[src/rtl/cache_fill_fsm.sv]
// cache_fill_fsm: on a cache miss, fetches the whole block one word per cycle,
// streams each returned word into the data array, then pulses the tag write.
module cache_fill_fsm #(
  parameter int BLOCK_WORDS = 8,
  localparam int WW = $clog2(BLOCK_WORDS)
) (
  input  logic          clk,
  input  logic          rst_n,
  input  logic          miss_detected,
  input  logic [15:0]   miss_address,
  input  logic [15:0]   memory_data,
  input  logic          memory_data_valid,
  output logic          fsm_busy,
  output logic          memory_read,
  output logic [15:0]   memory_address,
  output logic          write_data_array,
  output logic [WW-1:0] fill_word,
  output logic          write_tag_array
);
  typedef enum logic {IDLE, FILL} state_t;
  state_t         r_state, w_state;
  logic [15:WW+1] r_blk, w_blk;
  logic [WW:0]    r_issue, w_issue;
  logic [WW-1:0]  r_recv, w_recv;
  logic           w_unused;
  // data goes straight to the cache; block offset bits of the miss are dropped
  assign w_unused = ^{memory_data, miss_address[WW:0]};
  assign fsm_busy = r_state == FILL;
  // issue count has reached BLOCK_WORDS exactly when its top bit is set
  assign memory_read = fsm_busy & ~r_issue[WW];
  assign memory_address = memory_read ? {r_blk, r_issue[WW-1:0], 1'b0} : '0;
  assign write_data_array = fsm_busy & memory_data_valid;
  assign fill_word = fsm_busy ? r_recv : '0;
  assign write_tag_array = write_data_array & (&r_recv);
  always_comb begin
    w_state = r_state;
    w_blk = r_blk;
    w_issue = r_issue + (WW+1)'(memory_read);
    w_recv = r_recv + WW'(write_data_array);
    if (r_state == IDLE && miss_detected) begin
      w_state = FILL;
      w_blk = miss_address[15:WW+1];
      w_issue = '0;
      w_recv = '0;
    end
    if (write_tag_array) w_state = IDLE;
  end
  always_ff @(posedge clk) begin
    if (!rst_n) begin
      r_state <= IDLE;
      r_blk <= '0;
      r_issue <= '0;
      r_recv <= '0;
    end else begin
      r_state <= w_state;
      r_blk <= w_blk;
      r_issue <= w_issue;
      r_recv <= w_recv;
    end
  end
endmodule
[config.mk]
export PLATFORM = sky130hd
export DESIGN_NAME = cache_fill_fsm
export DESIGN_NICKNAME = d
export VERILOG_FILES = /design/src/rtl/cache_fill_fsm.sv
export SDC_FILE = /design/constraint.sdc
export NUM_CORES = 1
export LEC_CHECK = 0
export CAP_MARGIN = 30
export CORE_MARGIN = 1
export CORE_UTILIZATION = 36
export DETAILED_ROUTE_END_ITERATION = 12
export PLACE_DENSITY = 0.79
export SLEW_MARGIN = 20
export SYNTH_ARGS = -nofsm -noshare
export SYNTH_HDL_FRONTEND = slang
export SYNTH_SLANG_ARGS = --single-unit
[constraint.sdc]
create_clock -name clk -period 2.1 [get_ports clk]
set_clock_uncertainty 0.2 [all_clocks]
set_input_delay 0.63 -clock clk [delete_from_list [all_inputs] [get_ports clk]]
set_output_delay 0.63 -clock clk [all_outputs]
set_load 0.03 [all_outputs]
# Word level (Yosys, flattened, before mapping)
# Index checks and enable logic that the tools add are counted.
# W data, S select, Z words.
dict set report totals {
  out_inout_bits 23
  word_cells 18
  inputBits 36
  regBits 20
}
dict set report op_classes {
  n_bitwise 6
  mux 2
  n_reduce_logical 4
  addsub 2
}
# op count
set ops {}
lappend ops {{$mux W16} 1}
lappend ops {{$add A4 B1 Y4} 1}
lappend ops {{$reduce_or A2 Y1} 2}
lappend ops {{$add A3 B1 Y3} 1}
lappend ops {{$and A1 B1 Y1} 3}
lappend ops {{$mux W3} 1}
lappend ops {{$not A1 Y1} 3}
lappend ops {{$reduce_and A3 Y1} 1}
lappend ops {{$logic_and A1 B1 Y1} 1}

# Depth between registers and ports, before layout
dict set report logic_depth {
  depth_word 3
  depth_mapped 6
  ltp_nobuf 5
}

# Worst setup path after synthesis
# Ideal clock, no wire load.
dict set report synth_timing {
  path_type {flip-flop to output port}
  start {register r_state (netlist: fsm_busy)}
  end {output port memory_address[1]}
  setup_slack_ns -0.169
  path_buffers 1
  arrival_ns 1.439
  stages_incl_launch_ff 4
  required_ns 1.270
  path_cell_list {dfxtp_1 -> and2b_1 -> buf_2 -> ha_1}
}
dict set report synth_between {
  elab_chain_cells 2
}
# element line
set synth_lines {}
lappend synth_lines {{start, declared} 21} ;# state_t r_state, w_state;
lappend synth_lines {{start signal, assigned} 55} ;# r_state <= w_state;
lappend synth_lines {{$and A1 B1 Y1} 30} ;# assign memory_read = fsm_busy & ~r_issue[WW];
lappend synth_lines {{via memory_read} 14} ;# output logic memory_read,
lappend synth_lines {{$mux W16} 31} ;# assign memory_address = memory_read ? {r_blk, r_issue[WW-1:0], 1'b0} : '0;
lappend synth_lines {{end, declared} 15} ;# output logic [15:0] memory_address,
# The timed path passes the listed nets, and every way through them passes these cells.

# Final worst setup path
dict set report layout_timing {
  start {register r_issue[3]}
  end {output port memory_address[10]}
}
dict set report layout_between {
  elab_chain_cells 3
}
# element line
set layout_lines {}
lappend layout_lines {{start, declared} 23} ;# logic [WW:0] r_issue, w_issue;
lappend layout_lines {{start signal, assigned} 57} ;# r_issue <= w_issue;
lappend layout_lines {{$not A1 Y1} 30}
lappend layout_lines {{$and A1 B1 Y1} 30}
lappend layout_lines {{$mux W16} 31}
# No other way between the ends.

==> impl_metrics.csv <==
group,metric,value,unit
worst_setup_path,max_stage_delay,0.35,ns
floorplanning,dieArea,0.00279,mm^2
finish,syn2layout_area_growth,63.1,%
drt,route.detailed.drc,0,
finish,mostFrequentLayoutCells,"nand2_1, buf_6, dfxtp_1",
global_route,track_usage,0.164,
pwr,leakage,0.672,nW
drt,routedWlPerCell,11.8,um
finish,design_area,0.00152,mm^2
worst_setup_path,worst_path_most_repeated_cell,"buf_6",
global_route,grt_max_degree,14,
synthesis,synth_cells,103,
floorplanning,ios,59,
sta,rsz0062_at_grt,"true",
run,max_cap_violations,0,
finish,fin_nets,191,
worst_setup_path,crit_type,"flop to primary output",
drt,vias,814,
worst_hold_path,hold_depth,2,
placed_design,place_congestion,0.616,
finish,layout_commonest_cell,"nand2_1",
global_route,antenna_found_initial,0,
worst_setup_path,cpMaxStageDelayCell,"dfxtp_2",
clock_tree,cts_tree,"yes",
clock_tree,clockRootBuffer,"clkbuf_4",
placed_design,io_buffers,37,
synthesis,syn_avg_cell_area,9.03,um^2
drt,via_per_inst,4.52,
worst_setup_path,rr_worst_depth,6,
pwr,powerDensity,580,mW/mm^2
worst_setup_path,cp.arrival,1.34,ns
worst_hold_path,hold_end,"r_blk[15]",
sta,finalSetupViolCount,11,
sta,hold_viol,0,
synthesis,syn-num-nets,143,
global_route,use_met1,0.177,
synthesis,synth.cell_area,930,um^2
floorplanning,start_util,0.379,
worst_setup_path,worstSetupEndpointType,"primary output",
clock_tree,clk_latency,0.30,ns
sta,setup_tns,-0.619,ns
global_route,met2_usage,0.297,
synthesis,seq_area_frac_synth,0.431,
sta,period_minus_slack,2.17,ns
synthesis,yosysWarningCount,0,
sta,final_max_slew_viol_count,0,
synthesis,yosysTopAreaCell,"dfxtp_1",
clock_tree,clk_pin_slew,0.12,ns
drt,first_pass_iters,6,
global_route,grt_pass1_wl,3270,um
placed_design,dpl.hpwl,1460,um
outcome,failed_checks,"setup timing",
worst_setup_path,timing.rr.start,"fsm_busy",
worst_hold_path,min-delay-path-class,"flop to flop",
synthesis,ys_types,23,
placed_design,post_dp_cell_area,0.00129,mm^2
clock_tree,cts_sinks,20,
pwr,vdd_ir_drop_max,0.406,mV
clock_tree,ctsHoldBuffers,0,
finish,fillers,213,
clock_tree,cts_buffers,3,
floorplanning,core_area,0.00245,mm^2
worst_setup_path,r2r-end,"r_recv[1]",
finish,layout-drive-gt1-share,0.400,
synthesis,synth.area.top_cells,"dfxtp_1, and2_1, nand2_1, a21boi_2, a21boi_0",
synthesis,synth_top_area_frac,0.431,
worst_setup_path,cp_max_fo,7,
synthesis,ys_ff_latch,20,
sta,setup_ws,-0.0697,ns
global_route,grt_pass1_vias,789,
sta,finalCritPeriodShare,1.03,
worst_setup_path,reg2reg_slack,0.43,ns
clock_tree,htree_levels,1,
drt,final_antenna_net_count,0,
clock_tree,cts_max_path_buffers,2,
floorplanning,die_h,52.8,um
floorplanning,row_count,18,
sta,fmax,461,MHz
global_route,use_met3,0.0377,
worst_setup_path,worstSetupStartpointType,"flop",
worst_hold_path,hp-start,"r_blk[15]",
global_route,busiest_layer,"met2",
drt,first_iter_violations,7,
global_route,grt.overflow.total,0,
outcome,status,"finished with violations",
floorplanning,fp.dieW,52.8,um
worst_setup_path,worstPathCellList,"and2b_4 -> buf_6 -> and2_4 -> buf_6",
drt,wl,2130,um
worst_setup_path,required,1.27,ns
finish,n_antenna_cell,0,
## through the flow
stage                     setup WS (ns)   util  power (W)  std cells  hold WS [ns]
after floorplan                  0.0358      -   0.000495        103         0.239
final                           -0.0697  0.618   0.000879        180         0.263
after detailed placement         -0.345  0.527   0.000555        170         0.251
after global placement           -0.343  0.527   0.000551        170         0.245
after global routing             -0.119  0.618   0.000911        180         0.282
after CTS                       -0.0714  0.601   0.000882        177         0.267
## cell type report
| type | instances | area, um^2 | area share |
|---|---|---|---|
| Clock buffer | 3 | 22.5 | 0.0149 |
| Clock inverter | 1 | 30.0 | 0.0198 |
| Multi-Input combinational cell | 77 | 524 | 0.346 |
| Sequential cell | 20 | 405 | 0.267 |
| Tap cell | 30 | 37.5 | 0.0248 |
| Timing Repair Buffer | 49 | 497 | 0.328 |
## worst max-delay path by stage
stage	start	end	slack, ns	cells past startpoint
after floorplan	fsm_busy	memory_address[1]	0.04	3
after global placement	memory_data_valid	write_tag_array	-0.34	4
after detailed placement	memory_data_valid	write_tag_array	-0.34	4
after CTS	r_issue[3]	memory_address[8]	-0.07	4
after global routing	r_issue[3]	memory_address[10]	-0.12	4
final	r_issue[3]	memory_address[10]	-0.07	4
## power breakdown
part           internal, W  total (W)  leakage, nW  switching, W
combinational    0.0000862   0.000163        0.479     0.0000770
clock             0.000193   0.000309       0.0279      0.000117
sequential        0.000396   0.000406        0.165     0.0000100
## flip-flops by register name, summed over array words and instances (netlist names)
signal	count
r_blk	12
r_issue	4
r_recv	3
fsm_busy	1
## layer usage
layer	vias up	wire length (um)
met5	-	0
met4	0	20
met3	2	108
met2	22	1110
met1	368	892
li1	422	-
## cell families after synthesis
logic type	share of synthesized area
adders and majority gates	0.0538
AOI/OAI and AO/OA	0.122
other	0.00403
xor gates and xnor gates	0.0283
DFF	0.431
and+or+nand+nor	0.307
buffers and inverters	0.0538
## critical path, delay by kind of cell (launching register included)
family                 cells  cell delay, ns
AND/OR/NAND/NOR            2            0.44
buffers and inverters      2            0.25
flip-flops                 1            0.35
## Yosys cell counts
master	instances
nor2_1	4
ha_1	4
nand2_1	24
nand2_2	1
buf_2	1
buf_6	1
a21boi_2	5
and3_1	4
dfxtp_1	20
and2b_2	1
xnor2_1	2
buf_4	2
nand2b_1	1
a21boi_0	7
clkbuf_1	1
and2_1	18
nand3_1	1
o21ai_0	1
buf_8	1
xor2_1	1
conb_1	1
and2b_1	1
and4_1	1
## repair_timing
action / CTS / global route
pin swaps: 8 / 5
gates resized for setup: 45 / 5
buffers inserted: 3 / 3
endpoints found under the setup margin: 22 / 17
Note: power is estimated with default switching activity, not from simulation.
